--- src/rtl/cmp_digit_serial.sv ---
// Digit-serial resolver for the 2-bit magnitude comparator: MSB digit first, first unequal digit decides.
// Optional sticky one-hot beat check (err port) is enabled by defining CMPSER_ONEHOT_CHK_EN.
module cmp_digit_serial #(
  parameter int DIGITS = 4,
  parameter int CNT_W  = 3
) (
  input  logic             clk,
  input  logic             rst,
  input  logic             start,
  input  logic             in_valid,
  input  logic             e_in,
  input  logic             l_in,
  input  logic             g_in,
  output logic             busy,
  output logic             done,
  output logic             eq,
  output logic             lt,
  output logic             gt,
  output logic [CNT_W-1:0] digit_cnt
`ifdef CMPSER_ONEHOT_CHK_EN
  ,
  output logic             err
`endif
);

  typedef enum logic [1:0] {S_IDLE, S_RUN, S_DONE} state_e;
  typedef enum logic [1:0] {R_EQ, R_LT, R_GT} res_e;

  localparam logic [CNT_W-1:0] LAST_CNT = CNT_W'(DIGITS - 1);
  localparam logic [CNT_W-1:0] MAX_CNT  = CNT_W'(DIGITS);

  // Priority l > g > e; a beat with no flag set reads as equal.
  function automatic res_e decode_beat(input logic [2:0] elg);
    res_e r;
    priority casez (elg)
      3'b?1?:  r = R_LT;
      3'b??1:  r = R_GT;
      default: r = R_EQ;
    endcase
    return r;
  endfunction

  function automatic logic [CNT_W-1:0] cnt_inc(input logic [CNT_W-1:0] c);
    return (c == MAX_CNT) ? c : c + 1'b1;
  endfunction

  function automatic logic [2:0] res_flags(input res_e r);
    logic [2:0] f;
    case (r)
      R_LT:    f = 3'b010;
      R_GT:    f = 3'b001;
      default: f = 3'b100;
    endcase
    return f;
  endfunction

  state_e           state_q, state_d;
  res_e             res_q;
  res_e             beat_res;
  res_e             res_nxt;
  logic [CNT_W-1:0] cnt_q;
  logic             eq_q, lt_q, gt_q;
  logic             accept;
  logic             last_beat;

  always_comb begin
    accept    = (state_q == S_RUN) && in_valid && !start;
    beat_res  = decode_beat({e_in, l_in, g_in});
    // Once a digit differs the verdict is frozen for the rest of the compare.
    res_nxt   = (res_q == R_EQ) ? beat_res : res_q;
    last_beat = accept && (cnt_q == LAST_CNT);
  end

  always_comb begin
    state_d = state_q;
    case (state_q)
      S_IDLE: if (start) state_d = S_RUN;
      S_RUN: begin
        if (start)          state_d = S_RUN;
        else if (last_beat) state_d = S_DONE;
      end
      S_DONE:  state_d = start ? S_RUN : S_IDLE;
      default: state_d = S_IDLE;
    endcase
  end

  always_ff @(posedge clk) begin
    if (rst) begin
      state_q <= S_IDLE;
      res_q   <= R_EQ;
      cnt_q   <= '0;
      eq_q    <= 1'b0;
      lt_q    <= 1'b0;
      gt_q    <= 1'b0;
    end else begin
      state_q <= state_d;
      if (start) begin
        res_q <= R_EQ;
        cnt_q <= '0;
      end else if (accept) begin
        res_q <= res_nxt;
        cnt_q <= cnt_inc(cnt_q);
      end
      // Final flags are captured on the closing beat so they are valid in the DONE cycle.
      if (last_beat) {eq_q, lt_q, gt_q} <= res_flags(res_nxt);
    end
  end

`ifdef CMPSER_ONEHOT_CHK_EN
  logic err_q;

  always_ff @(posedge clk) begin
    if (rst)
      err_q <= 1'b0;
    else if (start)
      err_q <= 1'b0;
    else if (accept && !$onehot({e_in, l_in, g_in}))
      err_q <= 1'b1;
  end

  assign err = err_q;
`endif

  assign busy      = (state_q == S_RUN);
  assign done      = (state_q == S_DONE);
  assign eq        = eq_q;
  assign lt        = lt_q;
  assign gt        = gt_q;
  assign digit_cnt = cnt_q;

endmodule

--- config.mk ---
export PLATFORM = sky130hd
export DESIGN_NAME = cmp_digit_serial
export DESIGN_NICKNAME = d
export VERILOG_FILES = /design/src/rtl/cmp_digit_serial.sv
export SDC_FILE = /design/constraint.sdc
export NUM_CORES = 1
export LEC_CHECK = 0
export BUFFER_PORTS_ARGS = -buffer_cell sky130_fd_sc_hd__buf_4
export CAP_MARGIN = 20
export CELL_PAD_IN_SITES_DETAIL_PLACEMENT = 0
export CELL_PAD_IN_SITES_GLOBAL_PLACEMENT = 2
export CORE_MARGIN = 2
export CORE_UTILIZATION = 27
export CTS_CLUSTER_DIAMETER = 150
export CTS_CLUSTER_SIZE = 20
export DETAILED_ROUTE_END_ITERATION = 16
export PLACE_DENSITY = 0.84
export SLEW_MARGIN = 20
export SYNTH_ARGS = -nofsm -noshare
export SYNTH_HDL_FRONTEND = slang
export SYNTH_SLANG_ARGS = --single-unit
export TNS_END_PERCENT = 5
--- constraint.sdc ---
create_clock -name clk -period 1.4 [get_ports clk]
set_input_delay 0.28 -clock clk [delete_from_list [all_inputs] [get_ports clk]]
set_output_delay 0.28 -clock clk [all_outputs]
set_load 0.005 [all_outputs]
==> metrics.txt, run 1 <==
ANT cells 0; DR iter-0 viols 4; Hold Path Stages 2; largest net degree at the start of global routing 9; hold buffers post-CTS 0; routed vias roughly 460; R2R Path End eq; Vias/cell between 4 and 5; clock slew at reported path FFs ~0.07 ns; detailed-route DRC error count 0; Sum Neg Setup Slack 0 ns; full die area around 2200 sq um; DR WL/cell between 10 and 15 microns; Power Dens Cells 881 nW/um^2; R2R cell count 5; Core Area 1750 sq um; fin crit share ~87%; worst slew pin tran 0.371 ns; postcts setup bufs 0; Flop pwr share between 40% and 50%; Clock Latency Late Sink 0.27 ns; I/O Pins 15; P_int roughly 0.00047 W; initial antenna violation count 0; die height 47.1 microns; Switch Pwr approximately 0.00013 W; MaxCap Viol Count 0; RSZ-0062 raised after global routing no; Slew headroom roughly three quarters; CP arrival between 0.9 and 1 ns; Synth Warn # 0; Total Nets Final 90; Syn Area/Cell around 8.7 sq um; number of synthesized register bits 10; Worst VDD drop 0.453 mV; FF-to-FF setup slack 0.18 ns; Min-Delay Endpoint res_q[0]; Area Overhead vs Synth 36.7%; chip width between 40 and 50 microns; final hold viol count 0; post-cts resize count 0; total iterations of the first detailed-routing run 4; f_max between 0.8 and 0.9 GHz; CP Data Required Time approximately 1.1 ns; total gr overflow 0; Routed Antenna Nets 0; Leak Pwr between 0.2 and 0.3 nW; Critical-path top delay cell dfxtp_1; Hold WS about 0.21 ns; Hold Path Class in2reg; share of cells above drive strength 1 29.9%; Root Buffer clkbuf_4; fillers ~200; Layout Skew around 0.0076 ns; crit path launch type flip-flop; final setup vio count 0; post-synthesis sequential area ratio approximately 40%; fin cells approximately 100; placed cell count just under 100; WL final between 1 and 1.5 mm; clock sinks 10; Layout Utilization around two fifths; CP cell instances nor2b_1 > buf_4; vias in the first global route approximately 400; Tmin final approximately 1.2 ns; Inserted Clock Buffers 3; WS Path Type reg2out; GRT Total Usage between 10% and 20%; Post-Synthesis Cells slightly below 60; Clk pwr share around 43%; Logic pwr share between 8 and 9%; Sw Share 22.0%; CTS Buffer Depth 2; H-tree levels 1; Syn Nets 70; post-DP HPWL roughly 810 microns; HP Start start; crit path max fanout 6; RePlAce Congestion between 0.6 and 0.7; mapped cell area roughly 500 sq um; status complete, no violations; TritonCTS clock tree built; Largest stage delay, worst path ~0.4 ns; Final Max Slew Viols 0; IO buf count 13; first-pass GRT wire length 1.68 mm; FF-to-FF Start res_q[1]; Initial Utilization 28.7%; distinct cell type count after synthesis 21; CP endpoint kind output pin; row count 15
[cell usage after synthesis]
| master | count | share of area [%] |
|---|---|---|
| a21oi_1 | 5 | 5.0 |
| a211oi_1 | 1 | 1.5 |
| o21ai_0 | 3 | 3.0 |
| nand3_1 | 3 | 3.0 |
| nor3b_1 | 1 | 1.5 |
| nor2_1 | 4 | 3.0 |
| clkbuf_1 | 1 | 0.75 |
| nand2_1 | 6 | 4.5 |
| o211ai_1 | 1 | 1.5 |
| dfxtp_1 | 10 | 40 |
| mux2i_1 | 2 | 4.0 |
| o21ai_1 | 1 | 1.0 |
| and4bb_2 | 1 | 2.5 |
| inv_1 | 7 | 5.2 |
| nor4_2 | 1 | 2.5 |
| o41ai_1 | 1 | 1.7 |
| nand4bb_1 | 1 | 2.2 |
| nor3_1 | 1 | 1.0 |
| ha_1 | 5 | 12 |
| nand2_2 | 1 | 1.2 |
| nor2b_1 | 2 | 2.5 |
[logic make-up (layout without fill, tap and decap cells)]
kind of cell	Yosys count	in the layout	synth area share [%]
simple gates	21	21	23.9
fa+ha+maj	5	5	12.5
compound gates	12	12	13.7
flops	10	10	39.9
mux	2	2	3.99
buf+inv	8	27	5.99
[per-stage QoR]
stage               cell area (sq um)  setup slack (ns)  power, W
finish                            686             0.182  0.000604
CTS                               686             0.177  0.000608
global placement                  649             0.162  0.000350
detailed placement                649             0.156  0.000350
floorplan                         502             0.221  0.000323
global route                      686            0.0382  0.000634
[how the worst max path moves through the flow]
stage | from | endpoint | slack, ns | cells after the start
CTS | res_q[1] | eq | 0.18 | 5
global route | digit_cnt[1] | eq | 0.04 | 5
global placement | g_in | eq | 0.16 | 7
detailed placement | g_in | eq | 0.16 | 7
floorplan | digit_cnt[0] | digit_cnt[2] | 0.22 | 3
finish | state_q[0] | busy | 0.18 | 2
[critical path: cells and delay by family (launching register included)]
kind | cells | cell delay (ns)
and+or+nand+nor | 1 | 0.16
DFF | 1 | 0.40
buffers and inverters | 1 | 0.12
[state kept, by name, summed over array words and instances (netlist names)]
register,count
state_q,2
res_q,2
lt,1
digit_cnt,3
gt,1
eq,1
[power groups by stage]
stage | Sequential (W) | Clock (W) | Combinational, W
final | 0.000290 | 0.000261 | 0.0000525
after floorplan | 0.000297 | 0 | 0.0000263
after global placement | 0.000297 | 0 | 0.0000526
after CTS | 0.000290 | 0.000264 | 0.0000534
after detailed placement | 0.000297 | 0 | 0.0000531
after global routing | 0.000291 | 0.000283 | 0.0000599
[layout make-up]
class	count	area, sq um	area share, %
clock buffers	4	36.3	5.29
multi-input cells	40	272	39.6
well taps	25	31.3	4.56
inverters	7	26.3	3.83
repair buffers	16	120	17.5
flip-flops and latches	10	200	29.2
[layer usage]
| metal | part of all wire, % | wire [microns] | global-route usage [%] |
|---|---|---|---|
| met1 | 48 | 500 | 13.6 |
| met2 | 44 | 454 | 17.3 |
| met3 | 6.5 | 67 | 6.92 |
| met4 | 0.97 | 10 | 1.67 |
| met5 | 0 | 0 | 0 |
[layout by cell type (no fill, tap or decap), types with 2 or more instances in the layout]
master,netlist,final
nor2_1,4,4
clkbuf_4,0,3
buf_4,0,16
a21oi_1,5,5
inv_1,7,7
nor2b_1,2,2
ha_1,5,5
mux2i_1,2,2
nand2_1,6,6
nand3_1,3,3
o21ai_0,3,3
dfxtp_1,10,10
No activity file was read; power rests on OpenSTA's default activity.
==> run 2, diff against run 1 <==
Settings changed: CORE_MARGIN 2 to 8, CORE_UTILIZATION 27 to 29, PLACE_DENSITY 0.84 to 0.89, SLEW_MARGIN 20 to 0.
Clock period 1.4 ns to 1.5 ns, I/O delays scaled along.
==> metrics.txt, run 2 (synthesis gave the netlist of run 1 again) <==
detailed-route DRC error count 0; largest net degree at the start of global routing 9; max reg flops 3; chip width between 50 and 60 microns; Sw Share 21.3%; most common library cell in the layout ignoring fill and taps buf_4; I/O Pins 15; vias in the first global route 412; CP Data Required Time between 1.5 and 2 ns; WL final 1.04 mm; Largest stage delay, worst path roughly 0.34 ns; Total Nets Final 88; crit path launch type flip-flop; routed vias ~450; most frequent cells in the layout buf_4, dfxtp_1, inv_1, nand2_1; Hold Path Class in2reg; CP dominant cell by count ha_1; Sum Neg Setup Slack 0 ns; Slew headroom between 70% and 80%; CP cell instances ha_1 > ha_1 > o41ai_1; TritonCTS clock tree built; final hold viol count 0; CP endpoint kind flip-flop; total iterations of the first detailed-routing run 2; total gr overflow 0; Critical-path top delay cell dfxtp_1; Flop pwr share roughly 49%; worst slew pin tran around 0.37 ns; Layout Skew roughly 0.0026 ns; pre-CTS setup slack between 0.2 and 0.25 ns; H-tree levels 1; Final Max Slew Viols 0; clock slew at reported path FFs approximately 0.070 ns; CP arrival around 1.4 ns; WS Path Type reg2reg; fin crit share between 80 and 90%; Vias/cell 4.84; Initial Utilization a little under a third; crit path max fanout 4; post-DP HPWL around 830 microns; ANT cells 0; Root Buffer clkbuf_4; CTS Buffer Depth 2; hold buffers post-CTS 0; DR WL/cell approximately 11 microns; die height ~58 microns; first-pass GRT wire length 1.77 mm; row count 15; full die area around 3300 sq um; placed cell count between 80 and 90; RSZ-0062 raised after global routing no; Power Dens Cells around 840 nW/um^2; clock sinks 10; fin cells 92; DR iter-0 viols 6; MaxCap Viol Count 0; postcts setup bufs 0; IO buf count 13; final setup vio count 0; Clk pwr share 42.9%; final setup margin 0.256 ns; Leak Pwr ~0.28 nW; post-cts resize count 0; Hold WS between 0.2 and 0.3 ns; Layout Utilization between 30 and 40%; share of cells above drive strength 1 between 20 and 30%; Worst VDD drop around 0.3 mV; Routed Antenna Nets 0; Tmin final roughly 1.2 ns; Switch Pwr ~0.00012 W; RePlAce Congestion 0.720; Logic pwr share around 8.4%; f_max about 0.8 GHz; P_int 0.000438 W; GRT Total Usage roughly 7%; status complete, no violations; Core Area 1670 sq um; Clock Latency Late Sink between 0.2 and 0.3 ns; Area Overhead vs Synth 31.7%; Inserted Clock Buffers 3; initial antenna violation count 0
run 2: changes by cell type in the layout (fill, tap and decap cells not counted):
| cell | change |
|---|---|
| buf_4 | -2 |
run 2: per-stage QoR:
step           cell area [sq um]  power, W
3_5_place_dp                 624  0.000325
3_3_place_gp                 624  0.000325
4_1_cts                      661  0.000571
6_report                     661  0.000558
5_1_grt                      661  0.000586
2_1_floorplan                502  0.000301
run 2: critical path, delay by kind of cell, from the launching register on:
kind | cells | cell delay (ns)
fa+ha+maj | 2 | 0.47
compound gates | 1 | 0.34
flops | 1 | 0.34
run 2: power groups by stage:
stage               Combinational, W  Clock, W  Sequential, W
detailed placement         0.0000476         0       0.000277
finish                     0.0000469  0.000239       0.000271
floorplan                  0.0000245         0       0.000277
CTS                        0.0000476  0.000252       0.000271
global placement           0.0000478         0       0.000278
global route               0.0000529  0.000261       0.000272
run 2: final cells by class:
class | count | area (sq um)
fill | 185 | 1010
multi-input combinational | 40 | 272
sequential | 10 | 200
timing repair buffer | 14 | 105
clock buffer | 4 | 36.3
inverter | 7 | 26.3
tap | 17 | 21.3
run 2: layer usage:
layer | track usage, % | share of wire, % | up-vias
li1 | - | - | 234
met1 | 7.07 | 45 | 202
met2 | 10.6 | 47 | 7
met3 | 2.69 | 5.1 | 2
met4 | 6.43 | 2.1 | 0
met5 | 0 | 0 | -
run 2: path summary, 6_finish.rpt:
path | depth (start not counted) | end | startpoint | slack (ns)
hold / removal | 2 | res_q[0] | start | 0.25
setup reg to reg | 3 | digit_cnt[2] | digit_cnt[0] | 0.26
hold reg to reg | 2 | gt | gt | 0.48
setup / recovery | 3 | digit_cnt[2] | digit_cnt[0] | 0.26
==> run 3, diff against run 2 <==
Settings changed: CORE_UTILIZATION 29 to 27, PLACE_DENSITY 0.89 to 0.84.
Clock period 1.5 ns to 1.3 ns, I/O delays scaled along.
==> metrics.txt, run 3 (synthesis gave the netlist of run 1 again) <==
die height 59.1 microns; crit path launch type flip-flop; crit path max fanout 2; Vias/cell 4.51; CP Data Required Time approximately 1.5 ns; Layout Utilization 38.9%; largest net degree at the start of global routing 9; initial antenna violation count 0; Clock Latency Late Sink ~0.27 ns; fillers ~190; detailed-route DRC error count 0; RePlAce Congestion slightly above 0.7; DP Area roughly 660 sq um; Slew headroom between 70% and 80%; Min-Delay Endpoint res_q[0]; fin crit share roughly 92%; I/O Pins 15; IO buf count 13; f_max roughly 0.84 GHz; final hold viol count 0; Hold Path Class in2reg; FF-to-FF Start digit_cnt[0]; Routed Antenna Nets 0; TritonCTS clock tree built; total gr overflow 0; full die area roughly 3500 sq um; Power Dens Cells ~860 nW/um^2; clock slew at reported path FFs about 0.07 ns; post-DP HPWL 891 microns; status complete, no violations; Inserted Clock Buffers 3; GRT Total Usage under 10%; chip width between 50 and 60 microns; Initial Utilization between 20 and 30%; Critical-path top delay cell dfxtp_1; Hold Path Stages 2; design area between 600 and 700 sq um; fin cells a little over 100; MaxCap Viol Count 0; total iterations of the first detailed-routing run 3; Sequential cell area 200 sq um; row count 15; Total Nets Final just over 90; HP Start start; FF-to-FF setup slack 0.10 ns; most frequent cells in the layout buf_4, dfxtp_1, inv_1, nand2_1; Core Area 1750 sq um; worst slew pin tran about 0.34 ns; max reg flops 3; R2R cell count 3; first-pass GRT wire length 1.96 mm; H-tree levels 1; Area Overhead vs Synth 35.4%; post-cts resize count 0; Layout Skew 0.00570 ns; DR iter-0 viols 6; ANT cells 0; final setup margin between 0.1 and 0.15 ns; Worst VDD drop between 0.4 and 0.5 mV; RSZ-0062 raised after global routing no; pre-CTS setup slack 0.101 ns; Final Max Slew Viols 0; Sum Neg Setup Slack 0 ns; WL final 1.18 mm; vias in the first global route between 400 and 500; R2R Path End digit_cnt[2]; placed cell count 99; hold buffers post-CTS 0; final setup vio count 0; Leak Pwr slightly below 0.3 nW; WS Path Type reg2reg; Root Buffer clkbuf_4; start point of the critical path digit_cnt[0]; CP cell instances ha_1 > ha_1 > o41ai_1; CTS Buffer Depth 2; multi-input combinational cell area between 200 and 300 sq um; Tmin final ~1.2 ns; clock sinks 10; routed vias between 400 and 500; postcts setup bufs 0; share of cells above drive strength 1 between 20% and 30%; DR WL/cell between 10 and 15 microns; CP endpoint kind flip-flop; Largest stage delay, worst path roughly 0.32 ns; CP arrival around 1.4 ns; most common library cell in the layout ignoring fill and taps buf_4; CP dominant cell by count ha_1
[run 3: changes by cell type in the layout (fill, tap and decap cells not counted)]
cell | previous run | this run
buf_4 | 14 | 17
clkbuf_8 | 1 | 0
[run 3: metrics by stage]
step / power [W] / hold slack [ns]
after floorplan: 0.000348 / 0.331
after global placement: 0.000376 / 0.463
after detailed placement: 0.000378 / 0.469
after CTS: 0.000594 / 0.197
after global routing: 0.000623 / 0.189
final: 0.000584 / 0.203
[run 3: area by class of cell]
type | count | share of cell area (%)
multi-input combinational | 40 | 40.0
sequential | 10 | 29.5
timing repair buffer | 17 | 18.8
tap | 25 | 4.60
inverter | 7 | 3.87
clock buffer | 3 | 3.31
[run 3: power breakdown]
part	internal, W	switching, W	total [W]
Clock	0.000107	0.000107	0.000214
Combinational	0.0000278	0.0000293	0.0000571
Sequential	0.000309	0.00000354	0.000313
Total	0.000444	0.000140	0.000584
[run 3: worst max-delay path by stage]
stage	endpoint	slack [ns]	cells after the start
after floorplan	digit_cnt[2]	0.12	3
after global placement	eq	0.09	7
after detailed placement	eq	0.10	5
after CTS	digit_cnt[2]	0.09	3
after global routing	digit_cnt[2]	0.02	3
final	digit_cnt[2]	0.10	3
[run 3: routing by layer]
layer,wire (microns),global-route usage [%],part of all wire [%],up-vias
met3,121,5.21,10,2
met5,0,0,0,-
met1,541,7.60,46,207
li1,-,-,-,238
met2,501,11.5,42,13
met4,15,3.07,1.3,0
[run 3: critical path, delay by kind of cell, from the launching register on]
family                     cells  cell delay, ns
AOI/OAI and AO/OA              1            0.32
DFF                            1            0.32
adders and majority gates      2            0.46
